<file path="config.mk">
export PLATFORM = sky130hd
export DESIGN_NAME = uart_calc_printer_flat
export DESIGN_NICKNAME = d
export VERILOG_FILES = /design/src/rtl/uart_calc_printer_if.sv /design/src/rtl/uart_calc_printer.sv /design/src/flat_wrapper.sv
export SDC_FILE = /design/constraint.sdc
export NUM_CORES = 1
export LEC_CHECK = 0
export ABC_AREA = 0
export BUFFER_PORTS_ARGS = -buffer_cell sky130_fd_sc_hd__buf_2
export CAP_MARGIN = 10
export CORE_ASPECT_RATIO = 0.5
export CORE_MARGIN = 1.5
export CORE_UTILIZATION = 50
export CTS_BUF_LIST = sky130_fd_sc_hd__clkbuf_8
export DETAILED_ROUTE_END_ITERATION = 8
export HOLD_SLACK_MARGIN = 0.08
export PLACE_DENSITY = 0.66
export SLEW_MARGIN = 5
export SYNTH_ARGS = -nofsm -noshare
export SYNTH_HDL_FRONTEND = slang
export SYNTH_SLANG_ARGS = --single-unit
</file>
<file path="constraint.sdc">
create_clock -name clk -period 18.1 [get_ports clk]
set_input_delay 0.905 -clock clk [delete_from_list [all_inputs] [get_ports clk]]
set_output_delay 0.905 -clock clk [all_outputs]
set_load 0.02 [all_outputs]
</file>
<file path="src/rtl/uart_calc_printer_if.sv">
// Byte-level link between the calculator/printer and its UART: receive strobe,
// transmit strobe with busy back-pressure, plus the block's status outputs.
interface uart_calc_printer_if;
  logic [7:0] rx_data;
  logic       new_rx_data;
  logic [7:0] tx_data;
  logic       new_tx_data;
  logic       tx_busy;
  logic       busy;
  logic [7:0] ledout;

  modport slave (
    input  rx_data, new_rx_data, tx_busy,
    output tx_data, new_tx_data, busy, ledout
  );

  modport master (
    output rx_data, new_rx_data, tx_busy,
    input  tx_data, new_tx_data, busy, ledout
  );
endinterface

</file>
<file path="src/rtl/uart_calc_printer.sv">
// UART command calculator: collects an opcode plus N_BYTES little-endian operand
// bytes, computes a signed result and prints it in decimal followed by CR LF.
module uart_calc_printer #(
  parameter int N_BYTES        = 4,
  parameter int MULT           = 2,
  parameter int TIMEOUT_CYCLES = 50000000
) (
  input  logic                clk,
  input  logic                rst,
  uart_calc_printer_if.slave  bus_io
);

  localparam int W    = 8 * N_BYTES;
  // Decimal digits needed for 2^(W-1): floor(W*log10(2)) + 1, log10(2) ~ 77/256.
  localparam int NDIG = (W * 77) / 256 + 1;
  localparam int KW   = $clog2(N_BYTES + 1);
  localparam int TW   = $clog2(TIMEOUT_CYCLES + 1);
  localparam int SW   = $clog2(W + 1);
  localparam int DW   = $clog2(NDIG + 1);

  localparam logic [KW-1:0]        LAST_BYTE = KW'(N_BYTES - 1);
  localparam logic [TW-1:0]        TO_LAST   = TW'(TIMEOUT_CYCLES - 1);
  localparam logic [SW-1:0]        DIV_STEPS = SW'(W);
  localparam logic signed [W-1:0]  MULT_S    = W'(MULT);

  localparam logic [7:0] OP_H = 8'h68;
  localparam logic [7:0] OP_S = 8'h73;
  localparam logic [7:0] OP_N = 8'h6E;

  typedef enum logic [2:0] {IDLE, COLLECT, COMPUTE, ABS, CONVERT, PRINT} state_t;

  function automatic logic [W-1:0] f_abs(input logic signed [W-1:0] v);
    return v[W-1] ? unsigned'(-v) : unsigned'(v);
  endfunction

  state_t               state_q;
  logic [7:0]           opc_q;
  logic [W-1:0]         op_q;
  logic [KW-1:0]        cnt_q;
  logic [TW-1:0]        to_q;
  logic signed [W-1:0]  r_q;
  logic                 neg_q;
  logic [W-1:0]         dq_q;
  logic [3:0]           rem_q;
  logic [SW-1:0]        step_q;
  logic [3:0]           dig_q [NDIG];
  logic [DW-1:0]        ndig_q;
  logic [DW-1:0]        dig_idx_q;
  logic [1:0]           ph_q;
  logic [7:0]           tx_data_q;
  logic                 new_tx_q;
  logic                 busy_q;
  logic [7:0]           led_q;

  logic signed [W-1:0]  op_s;
  logic signed [W-1:0]  r_d;
  logic [W-1:0]         m_d;
  logic [4:0]           rem_sh;
  logic [3:0]           rem_d;
  logic [W-1:0]         dq_d;
  logic [7:0]           char_d;

  assign op_s   = signed'(op_q);
  assign m_d    = f_abs(r_q);
  assign rem_sh = {rem_q, dq_q[W-1]};

  always_comb begin
    r_d = -op_s;
    case (opc_q)
      OP_H:    r_d = op_s * MULT_S;
      OP_S:    r_d = op_s * op_s;
      default: r_d = -op_s;
    endcase
  end

  // One restoring step: dividend bits shift out the top, quotient bits shift in below.
  always_comb begin
    rem_d = rem_sh[3:0];
    dq_d  = {dq_q[W-2:0], 1'b0};
    if (rem_sh >= 5'd10) begin
      rem_d = 4'(rem_sh - 5'd10);
      dq_d  = {dq_q[W-2:0], 1'b1};
    end
  end

  always_comb begin
    char_d = 8'h0A;
    case (ph_q)
      2'd0:    char_d = 8'h2D;
      2'd1:    char_d = 8'h30 + {4'h0, dig_q[dig_idx_q]};
      2'd2:    char_d = 8'h0D;
      default: char_d = 8'h0A;
    endcase
  end

  always_ff @(posedge clk) begin
    if (rst) begin
      state_q   <= IDLE;
      new_tx_q  <= 1'b0;
      busy_q    <= 1'b0;
      tx_data_q <= 8'h00;
      led_q     <= 8'h00;
      cnt_q     <= '0;
      to_q      <= '0;
      ndig_q    <= '0;
    end else begin
      new_tx_q <= 1'b0;
      case (state_q)
        IDLE: begin
          if (bus_io.new_rx_data &&
              (bus_io.rx_data == OP_H || bus_io.rx_data == OP_S || bus_io.rx_data == OP_N)) begin
            opc_q   <= bus_io.rx_data;
            cnt_q   <= '0;
            to_q    <= '0;
            busy_q  <= 1'b1;
            state_q <= COLLECT;
          end
        end
        COLLECT: begin
          // A byte arriving on the timeout cycle wins over the timeout.
          if (bus_io.new_rx_data) begin
            op_q[8*cnt_q +: 8] <= bus_io.rx_data;
            cnt_q              <= cnt_q + KW'(1);
            to_q               <= '0;
            if (cnt_q == LAST_BYTE) state_q <= COMPUTE;
          end else if (to_q == TO_LAST) begin
            busy_q  <= 1'b0;
            state_q <= IDLE;
          end else begin
            to_q <= to_q + TW'(1);
          end
        end
        COMPUTE: begin
          r_q     <= r_d;
          state_q <= ABS;
        end
        ABS: begin
          neg_q   <= r_q[W-1];
          dq_q    <= m_d;
          led_q   <= m_d[7:0];
          rem_q   <= 4'h0;
          step_q  <= '0;
          ndig_q  <= '0;
          state_q <= CONVERT;
        end
        CONVERT: begin
          if (step_q != DIV_STEPS) begin
            rem_q  <= rem_d;
            dq_q   <= dq_d;
            step_q <= step_q + SW'(1);
          end else begin
            // dq_q now holds the quotient, which becomes the next dividend.
            dig_q[ndig_q] <= rem_q;
            ndig_q        <= ndig_q + DW'(1);
            rem_q         <= 4'h0;
            step_q        <= '0;
            if (dq_q == '0) begin
              ph_q      <= neg_q ? 2'd0 : 2'd1;
              dig_idx_q <= ndig_q;
              state_q   <= PRINT;
            end
          end
        end
        PRINT: begin
          // The cycle after a strobe is a forced gap; tx_busy is not looked at then.
          if (new_tx_q) begin
            if (tx_data_q == 8'h0A) begin
              busy_q  <= 1'b0;
              state_q <= IDLE;
            end
          end else if (!bus_io.tx_busy) begin
            tx_data_q <= char_d;
            new_tx_q  <= 1'b1;
            case (ph_q)
              2'd0: ph_q <= 2'd1;
              2'd1: begin
                if (dig_idx_q == '0) ph_q <= 2'd2;
                else dig_idx_q <= dig_idx_q - DW'(1);
              end
              2'd2: ph_q <= 2'd3;
              default: ph_q <= 2'd3;
            endcase
          end
        end
        default: begin
          busy_q  <= 1'b0;
          state_q <= IDLE;
        end
      endcase
    end
  end

  assign bus_io.tx_data     = tx_data_q;
  assign bus_io.new_tx_data = new_tx_q;
  assign bus_io.busy        = busy_q;
  assign bus_io.ledout      = led_q;

endmodule

</file>
<file path="src/flat_wrapper.sv">
// flat-port wrapper written by rule: the top's interface ports become plain ports
module uart_calc_printer_flat 
#(
  parameter int N_BYTES        = 4,
  parameter int MULT           = 2,
  parameter int TIMEOUT_CYCLES = 50000000
)
  (clk, rst, bus_io_rx_data, bus_io_new_rx_data, bus_io_tx_busy, bus_io_tx_data, bus_io_new_tx_data, bus_io_busy, bus_io_ledout);
  uart_calc_printer_if bus_io_i ();
  input  logic clk;
  input  logic rst;
  input wire logic [$bits(bus_io_i.rx_data)-1:0] bus_io_rx_data;
  input wire logic [$bits(bus_io_i.new_rx_data)-1:0] bus_io_new_rx_data;
  input wire logic [$bits(bus_io_i.tx_busy)-1:0] bus_io_tx_busy;
  output wire logic [$bits(bus_io_i.tx_data)-1:0] bus_io_tx_data;
  output wire logic [$bits(bus_io_i.new_tx_data)-1:0] bus_io_new_tx_data;
  output wire logic [$bits(bus_io_i.busy)-1:0] bus_io_busy;
  output wire logic [$bits(bus_io_i.ledout)-1:0] bus_io_ledout;
  assign bus_io_i.rx_data = bus_io_rx_data;
  assign bus_io_i.new_rx_data = bus_io_new_rx_data;
  assign bus_io_i.tx_busy = bus_io_tx_busy;
  assign bus_io_tx_data = bus_io_i.tx_data;
  assign bus_io_new_tx_data = bus_io_i.new_tx_data;
  assign bus_io_busy = bus_io_i.busy;
  assign bus_io_ledout = bus_io_i.ledout;
  uart_calc_printer #(.N_BYTES(N_BYTES), .MULT(MULT), .TIMEOUT_CYCLES(TIMEOUT_CYCLES)) u_core (.clk(clk), .rst(rst), .bus_io(bus_io_i));
endmodule
</file>
* Word level (Yosys, flattened, before mapping) *
Memories as Yosys holds them, arrays and structs flattened. A register that Yosys moved wholly into a read port is not among the register bits.
Cells that the tools add are included.
W data, S select, Z words.

word-level totals
  output and inout bits = 18
  memories kept = 1
  bits in writable memories = 40
  flip-flop bits (word level) = 175
  bits in read-only memories = 0
  bits in latches = 0

memory list
  memory        words  width  read ports  clocked after memory_dff  write ports  RTL line                 text
  u_core.dig_q  10     4      1           1                         1            uart_calc_printer.sv:46  logic [3:0] dig_q [NDIG];

cells by class
  add/sub/neg operators = 10
  $mul = 1
  bitwise logic cells = 5
  equality and inequality tests = 33
  $lt $le $gt $ge = 1
  mux-type cells = 57
  reductions and logical operators = 26
  divide/modulo/power cells = 0
  shift operators = 2

operator list
  kind                       number
  $pmux W32 S2               2
  $mux W26                   3
  $mux W32                   2
  $neg A32 Y32               2
  $pmux W26 S2               1
  $eq A8 B7 Y1 const B       5
  $mux W4                    10
  $neg A6 Y34                1
  $shift A8 B34 Y32 const A  1
  $shiftx A8 B34 Y32         1
  $bwmux W32                 1
  $logic_not A32 Y1          1
  $mul A32 B32 Y32           1
  $mux W3                    10
  $add A26 B1 Y26 const B    1
  $eq A26 B26 Y1 const B     1
  $pmux W4 S2                3
  $pmux W8 S3                1
  $pmux W3 S6                1
  $reduce_and A3 Y1          6
  $ne A2 B1 Y1 const B       7
  $reduce_and A7 Y1          2
  $mux W1                    12
  $ne A2 B2 Y1 const B       6
  other kinds (33)           54

* Longest topological paths before layout *
Gate-level depths: netlist of run 1.

  depth after elaboration = 7
  gate-level depth with buffers = 30

* Least setup slack after synthesis of run 1 *
Ideal clock, no wire load.

  path type = register to register
  from = register u_core.op_q[6]
  to = register u_core.r_q[31] (data pin)
  path slack = 10,750 ps
  data required time = 17,840 ps
  stages on the path, launching flop included = 29
  data arrival time = 7,090 ps
  cells stage by stage = edfxtp_1 > clkbuf_1 > clkbuf_1 > nand2_1 > fa_1 > inv_1 > fa_1 > fa_1 > inv_1 > fa_1 > inv_1 > fa_1 > inv_1 > fa_1 > inv_1 > fa_1 > inv_1 > fa_1 > inv_1 > ha_1 > clkbuf_1 > and3_1 > o2111a_1 > nor2b_1 > a32oi_1 > o211ai_1 > nand3_1 > mux2i_1 > nand3_1

between the ends
  longest elaborated chain between the ends = 2

ends and longest elaborated chain
  item                                              RTL line                  text
  from (decl)                                       uart_calc_printer.sv:38   logic [W-1:0] op_q;
  from (signal, indexed assignment)                 uart_calc_printer.sv:122  op_q[8*cnt_q +: 8] <= bus_io.rx_data;
  $mul A32 B32 Y32 or $neg A32 Y32 (tied branches)  n/a
  $pmux W32 S2 (*)                                  uart_calc_printer.sv:69   case (opc_q)
  via u_core.r_d[31]                                uart_calc_printer.sv:56   logic signed [W-1:0] r_d;
  to (signal assigned)                              uart_calc_printer.sv:134  r_q <= r_d;
  to (decl)                                         uart_calc_printer.sv:41   logic signed [W-1:0] r_q;

Mark *: on every way through the listed nets, which the timed path passes. The rest lies on a longest branch.
A chain may end at the register's enable or synchronous reset.

* Final worst setup path of run 1 *
  from = register u_core.op_q[6]
  to = register u_core.r_q[30] (data pin)

The elaborated chain is that of the path after synthesis.

==> run_results.csv, run 1 <==
group,metric,value,unit
clock_network,cts.clk_slew.worst_paths,0.06,ns
floorplan,core_area,48600,um2
routing,vias,17300,
global_routing,grt_first_pass_wirelength,96300,um
final_layout,drive_gt1_share,5.73,%
sta,layout_setup_ws,10.04,ns
final_layout,multi_input_area,16300,um2
sta,hold_viol_final,0,
routing,drc,0,
final_layout,fill_cells,4411,
placed_design,dpl.hpwl,44200,um
placed_design,portBuffers,27,
clock_network,clk_latency,0.57,ns
worst_setup_path,r2r_cells,24,
clock_network,numCtsBuffers,37,
floorplan,row_count,57,
sta,grt_setup_unrepaired,"false",
worst_setup_path,end_kind,"register",
yosys,async_flop_share,0,%
clock_network,cts_resized,0,
floorplan,die_y,160,um
worst_setup_path,arrival,8.49,ns
yosys,ys_top_cells_by_area,"fa_1 (30%), edfxtp_1 (20%), ha_1 (8.5%)",
yosys,syn_inst,2538,
global_routing,grtUsageTotal,24.3,%
worst_setup_path,reg2reg_slack,10.04,ns
final_layout,final_util,53.8,%
worst_hold_path,min_delay_path_depth,2,
pwr,p_per_area,49.1,nW/um2
clock_network,root_buffer,"clkbuf_8",
clock_network,cts.sinks,217,
yosys,ys.warnings.count,0,
worst_setup_path,critical_path_class,"reg -> reg",
final_layout,regArea,5960,um2
sta,worst_pin_slew,1.12,ns
yosys,synthMostInstantiatedCell,"inv_1",
clock_network,postCtsSetupBuffers,0,
floorplan,num_io_pins,30,
final_layout,final_cells,3214,
worst_setup_path,start_kind,"register",
routing,ant_nets,0,
final_layout,final_nets,3080,
routing,drtIter0Drc,1153,
worst_hold_path,min_path_type,"reg -> reg",
sta,slew_headroom,25.3,%
worst_setup_path,critPathMaxFanout,24,
pwr,vdd_drop_max,0.0401,mV
yosys,ys_seq_area_share,24.1,%
routing,wire_per_inst,18.3,um
clock_network,cts_tree,"built",
placed_design,gp_routability_congestion,0.883,
job,maxCapViolations,0,
floorplan,start_util,50.7,%
placed_design,place_ws,10.10,ns
sta,max_freq,0.124,GHz
pwr,leakage,12.1,nW
clock_network,htreeDepth,2,
clock_network,cts-hold-fix-buffers,0,
global_routing,overflow,0,
placed_design,place_inst,3145,
floorplan,dieArea,50700,um2
routing,finalWirelength,58700,um
global_routing,grt_max_degree,53,
final_layout,syn_to_final_growth,6.15,%
routing,via_per_inst,5.37,
yosys,ys_types,73,
yosys,synth_edf_count,161,
yosys,synth_top_cells_by_count,"inv_1 (552), fa_1 (366), nand2_1 (186)",
yosys,synth_top_area_share,29.7,%
sta,layout_min_cycle_time,8.06,ns
yosys,syn_area_per_cell,9.72,um2
yosys,yosysTopAreaCell,"fa_1",
global_routing,antenna_found_initial,0,
sta,tns,0,ns
routing,first_pass_iters,5,
sta,setup_violations,0,
yosys,synth_area,24700,um2
sta,period_share,44.5,%
status,status,"finished, final reports clean",
worst_setup_path,cp.required,18.53,ns
yosys,synth_seq_cells,217,
sta,drv_slew,0,
floorplan,die_w,317,um
global_routing,first_global_vias,18100,
yosys,synth_ff_type,"edfxtp_1",
sta,fin_skew,0.0458,ns
clock_network,cts.path.max_buffers,3,
==> power breakdown <==
group | internal [mW] | switching (mW)
Clock | 0.221 | 0.206
Sequential | 0.531 | 0.00328
Combinational | 0.130 | 0.193
Total | 0.882 | 0.403
==> worst paths after layout <==
check                                                      startpoint                                    end
worst min-delay path            u_core.bus_io.tx_data[1]$_SDFFE_PP0P_  u_core.bus_io.tx_data[1]$_SDFFE_PP0P_
worst max register to register               u_core.op_q[6]$_DFFE_PP_               u_core.r_q[30]$_DFFE_PP_
worst min register to register  u_core.bus_io.tx_data[1]$_SDFFE_PP0P_  u_core.bus_io.tx_data[1]$_SDFFE_PP0P_
worst max-delay path                         u_core.op_q[6]$_DFFE_PP_               u_core.r_q[30]$_DFFE_PP_
==> cell families (layout without fill, tap and decap cells) <==
family | count (synthesis) | count (layout) | synth area share [%]
flops | 217 | 217 | 24.1
buf+inv | 656 | 681 | 10.0
mux | 25 | 25 | 1.46
fa+ha+maj | 533 | 533 | 38.2
xor+xnor | 122 | 122 | 4.33
simple gates | 691 | 691 | 14.3
compound gates | 293 | 293 | 7.54
other cells | 1 | 3 | 0.0152
==> metrics by stage <==
step / area [um2] / hold slack [ns] / power, mW
floorplan: 24700 / 0.471 / 0.779
global placement: 25500 / 0.469 / 0.857
detailed placement: 25500 / 0.474 / 0.862
CTS: 26200 / 0.482 / 1.29
global route: 26200 / 0.525 / 1.36
finish: 26200 / 0.487 / 1.29
==> critical path: stages, from the launching register on <==
cell	delay (ns)
edfxtp_1	0.33
buf_4	0.40
clkinv_1	0.58
nor2_1	0.50
fa_1	0.51
fa_1	0.51
inv_1	0.05
fa_1	0.52
inv_1	0.05
fa_1	0.42
fa_1	0.56
fa_1	0.44
fa_1	0.55
inv_1	0.06
fa_1	0.52
inv_1	0.04
ha_1	0.36
a21o_1	0.18
a21o_1	0.16
a21oi_1	0.21
o2bb2ai_1	0.08
a31oi_1	0.24
a21oi_1	0.14
or4_1	0.41
nand3_1	0.10
==> routing by layer <==
layer  track usage [%]  share of wire (%)
met1              34.1                 45
met3              4.23                6.6
met5                 0                  0
met2              39.4                 47
met4              5.28                1.8
==> state kept, by name, summed over array words and instances, names as in the netlist, 2 cells and up, named ones only <==
| signal | flops |
|---|---|
| u_core.ph_q | 2 |
| u_core.bus_io.tx_data | 6 |
| u_core.to_q | 26 |
| u_core.opc_q | 8 |
| u_core.step_q | 6 |
| u_core.r_q | 32 |
| u_core.ndig_q | 4 |
| u_core.dq_q | 32 |
| u_core.op_q | 32 |
| u_core.rem_q | 4 |
| u_core.dig_q | 40 |
| u_core.dig_idx_q | 4 |
| u_core.state_q | 3 |
| u_core.cnt_q | 3 |
| u_core.bus_io.ledout | 8 |
==> cell usage in the layout (no fill, tap or decap), drive strengths merged, types with 11 or more instances in the layout <==
cell type | synthesis | final
or4 | 11 | 11
a22oi | 21 | 21
inv | 552 | 566
xor2 | 67 | 67
a211oi | 21 | 21
buf | 8 | 56
dfxtp | 56 | 56
a21oi | 64 | 64
nand3 | 38 | 38
nor4 | 23 | 23
and3 | 13 | 13
xnor2 | 55 | 55
nor2 | 146 | 146
nor3 | 19 | 19
a21o | 11 | 11
ha | 167 | 167
nand4 | 13 | 13
or3 | 17 | 17
and2 | 172 | 172
nor2b | 13 | 13
nand2 | 186 | 186
clkinv | 5 | 17
fa | 366 | 366
o21ai | 102 | 102
clkbuf | 91 | 40
o31ai | 12 | 12
edfxtp | 161 | 161
==> area by class of cell <==
cell class | count | area share (%)
diodes | 1 | 0.00956
clock buffers | 40 | 2.10
clock inverters | 28 | 0.602
inverters | 557 | 7.99
multi-input cells | 1666 | 62.1
flip-flops and latches | 217 | 22.8
well taps | 649 | 3.10
repair buffers | 56 | 1.35
Power figures use the tool's default switching activity.
==> run 2, diff against run 1 <==
Clock period 18.1 ns to 8 ns, I/O delays scaled along.
==> run_results.csv, run 2 (same netlist as run 1, synthesis figures left out) <==
group,metric,value,unit
worst_setup_path,start_kind,"register",
floorplan,dieArea,50700,um2
sta,fin_hold_ws,0.208,ns
routing,drtIter0Drc,1292,
final_layout,n_antenna_cell,0,
final_layout,largest_register_ffs,40,
sta,period_share,96.6,%
pwr,vdd_drop_max,0.0840,mV
worst_setup_path,slowest_delay,0.79,ns
pwr,leakage,12.3,nW
routing,first_pass_iters,5,
pwr,p_per_area,108,nW/um2
final_layout,drive_gt1_share,7.23,%
clock_network,cts_tree,"built",
worst_setup_path,r2r_cells,23,
placed_design,dpl.hpwl,47600,um
worst_hold_path,min_delay_path_depth,1,
sta,hold_viol_final,0,
worst_setup_path,critical_path_class,"reg -> reg",
worst_setup_path,end_kind,"register",
floorplan,start_util,50.7,%
job,maxCapViolations,0,
sta,layout_min_cycle_time,7.72,ns
worst_hold_path,min_path_type,"in -> reg",
routing,vias,17500,
worst_setup_path,r2r_end,"u_core.r_q[29]$_DFFE_PP_",
clock_network,cts.path.max_buffers,3,
status,status,"finished, final reports clean",
sta,setup_violations,0,
clock_network,numCtsBuffers,36,
worst_setup_path,regToRegStartpoint,"u_core.op_q[14]$_DFFE_PP_",
clock_network,htreeDepth,2,
global_routing,grt_max_degree,53,
worst_setup_path,slowest_stage,"edfxtp_1",
sta,drv_slew,0,
sta,tns,0,ns
final_layout,final_cell_mix,"inv_1 (561), fa_1 (366), nand2_1 (186)",
clock_network,cts.clk_slew.worst_paths,0.06,ns
clock_network,cts.sinks,217,
sta,worst_pin_slew,1.22,ns
final_layout,final_nets,3122,
sta,grt_setup_unrepaired,"false",
floorplan,num_io_pins,30,
floorplan,core_area,48600,um2
placed_design,portBuffers,27,
worst_setup_path,arrival,7.97,ns
global_routing,grt_first_pass_wirelength,97600,um
worst_hold_path,hold_end,"u_core.opc_q[7]$_DFFE_PP_",
sta,slew_headroom,18.2,%
routing,via_per_inst,5.37,
routing,finalWirelength,60300,um
global_routing,overflow,0,
final_layout,layout_commonest_cell,"inv_1",
placed_design,gp_routability_congestion,0.924,
global_routing,first_global_vias,18000,
floorplan,row_count,57,
routing,drc,0,
worst_setup_path,path_cells,"and2_1 -> fa_1 -> fa_1 -> fa_1 -> inv_1 -> fa_1 -> inv_1 -> fa_1 -> fa_1 -> fa_1 -> inv_1 -> fa_1 -> inv_1 -> ha_1 -> and3_1 -> o2111a_1 -> nor2b_1 -> a32oi_1 -> buf_4 -> o211ai_1 -> nor4_1 -> a31oi_1 -> o221ai_1",
worst_setup_path,cp.required,8.25,ns
worst_setup_path,crit_top_cell,"fa_1",
clock_network,clk_latency,0.55,ns
routing,wire_per_inst,18.5,um
global_routing,grtUsageTotal,24.7,%
floorplan,die_w,317,um
floorplan,die_y,160,um
routing,ant_nets,0,
worst_setup_path,reg2reg_slack,0.28,ns
clock_network,root_buffer,"clkbuf_8",
pwr,total_power,2.87,mW
worst_hold_path,min_from,"bus_io_rx_data[7]",
worst_setup_path,critPathMaxFanout,15,
final_layout,syn_to_final_growth,7.40,%
sta,fin_skew,0.0403,ns
final_layout,largest_register,"u_core.dig_q",
sta,max_freq,0.129,GHz
global_routing,antenna_found_initial,0,
[run 2: cell types whose count changed in the layout (fill, tap and decap cells not counted), sizes merged]
cell      change
buf          +43
inv           -4
clkbuf        -2
clkinvlp      +2
bufinv        -1
diode         -1
[run 2: layout make-up]
class	instances	area, um2
Fill cell	4350	22200
Multi-Input combinational cell	1666	16300
Sequential cell	217	5960
Inverter	557	2090
Tap cell	649	812
Timing Repair Buffer	99	729
Clock buffer	38	523
Clock inverter	25	115
[run 2: report_power, final]
group / switching, mW / internal [mW]
Combinational: 0.448 / 0.302
Sequential: 0.00884 / 1.20
Clock: 0.464 / 0.443
[run 2: how the worst max path moves through the flow]
stage	startpoint	to
global placement	u_core.op_q[3]$_DFFE_PP_	u_core.r_q[29]$_DFFE_PP_
global route	u_core.op_q[14]$_DFFE_PP_	u_core.r_q[29]$_DFFE_PP_
finish	u_core.op_q[14]$_DFFE_PP_	u_core.r_q[29]$_DFFE_PP_
CTS	u_core.op_q[3]$_DFFE_PP_	u_core.r_q[29]$_DFFE_PP_
floorplan	u_core.op_q[6]$_DFFE_PP_	u_core.r_q[31]$_DFFE_PP_
detailed placement	u_core.op_q[3]$_DFFE_PP_	u_core.r_q[29]$_DFFE_PP_
[run 2: repair_timing]
action / in CTS / in global routing
hold buffers: 0 / 0
resized for setup: 0 / 0
endpoints found under the setup margin: 0 / 9
setup buffers: 0 / 12
[run 2: layer usage]
metal / global-route usage, % / vias up / wire [um]
li1: - / 8109 / -
met1: 34.5 / 8672 / 26500
met2: 39.5 / 583 / 27900
met3: 5.00 / 91 / 4640
met4: 5.67 / 0 / 1180
met5: 0 / - / 0
[run 2: critical path, delay by kind of cell (launching register included)]
family / cells / cell delay, ns
adder cells (fa/ha/maj): 9 / 4.45
AO/OA/AOI/OAI: 5 / 1.06
buffers and inverters: 5 / 0.37
flip-flops: 1 / 0.79
AND/OR/NAND/NOR: 4 / 0.74
[run 2: metrics by stage]
| step | setup slack (ns) | util (%) | cell area [um2] | instances |
|---|---|---|---|---|
| 6_report | 0.276 | 54.5 | 26500 | 3251 |
| 3_5_place_dp | 0.175 | 52.9 | 25700 | 3175 |
| 4_1_cts | 0.151 | 54.2 | 26300 | 3238 |
| 2_1_floorplan | 0.650 | - | 24700 | 2539 |
| 3_3_place_gp | 0.306 | 52.9 | 25700 | 3175 |
| 5_1_grt | 0.0121 | 54.5 | 26500 | 3251 |
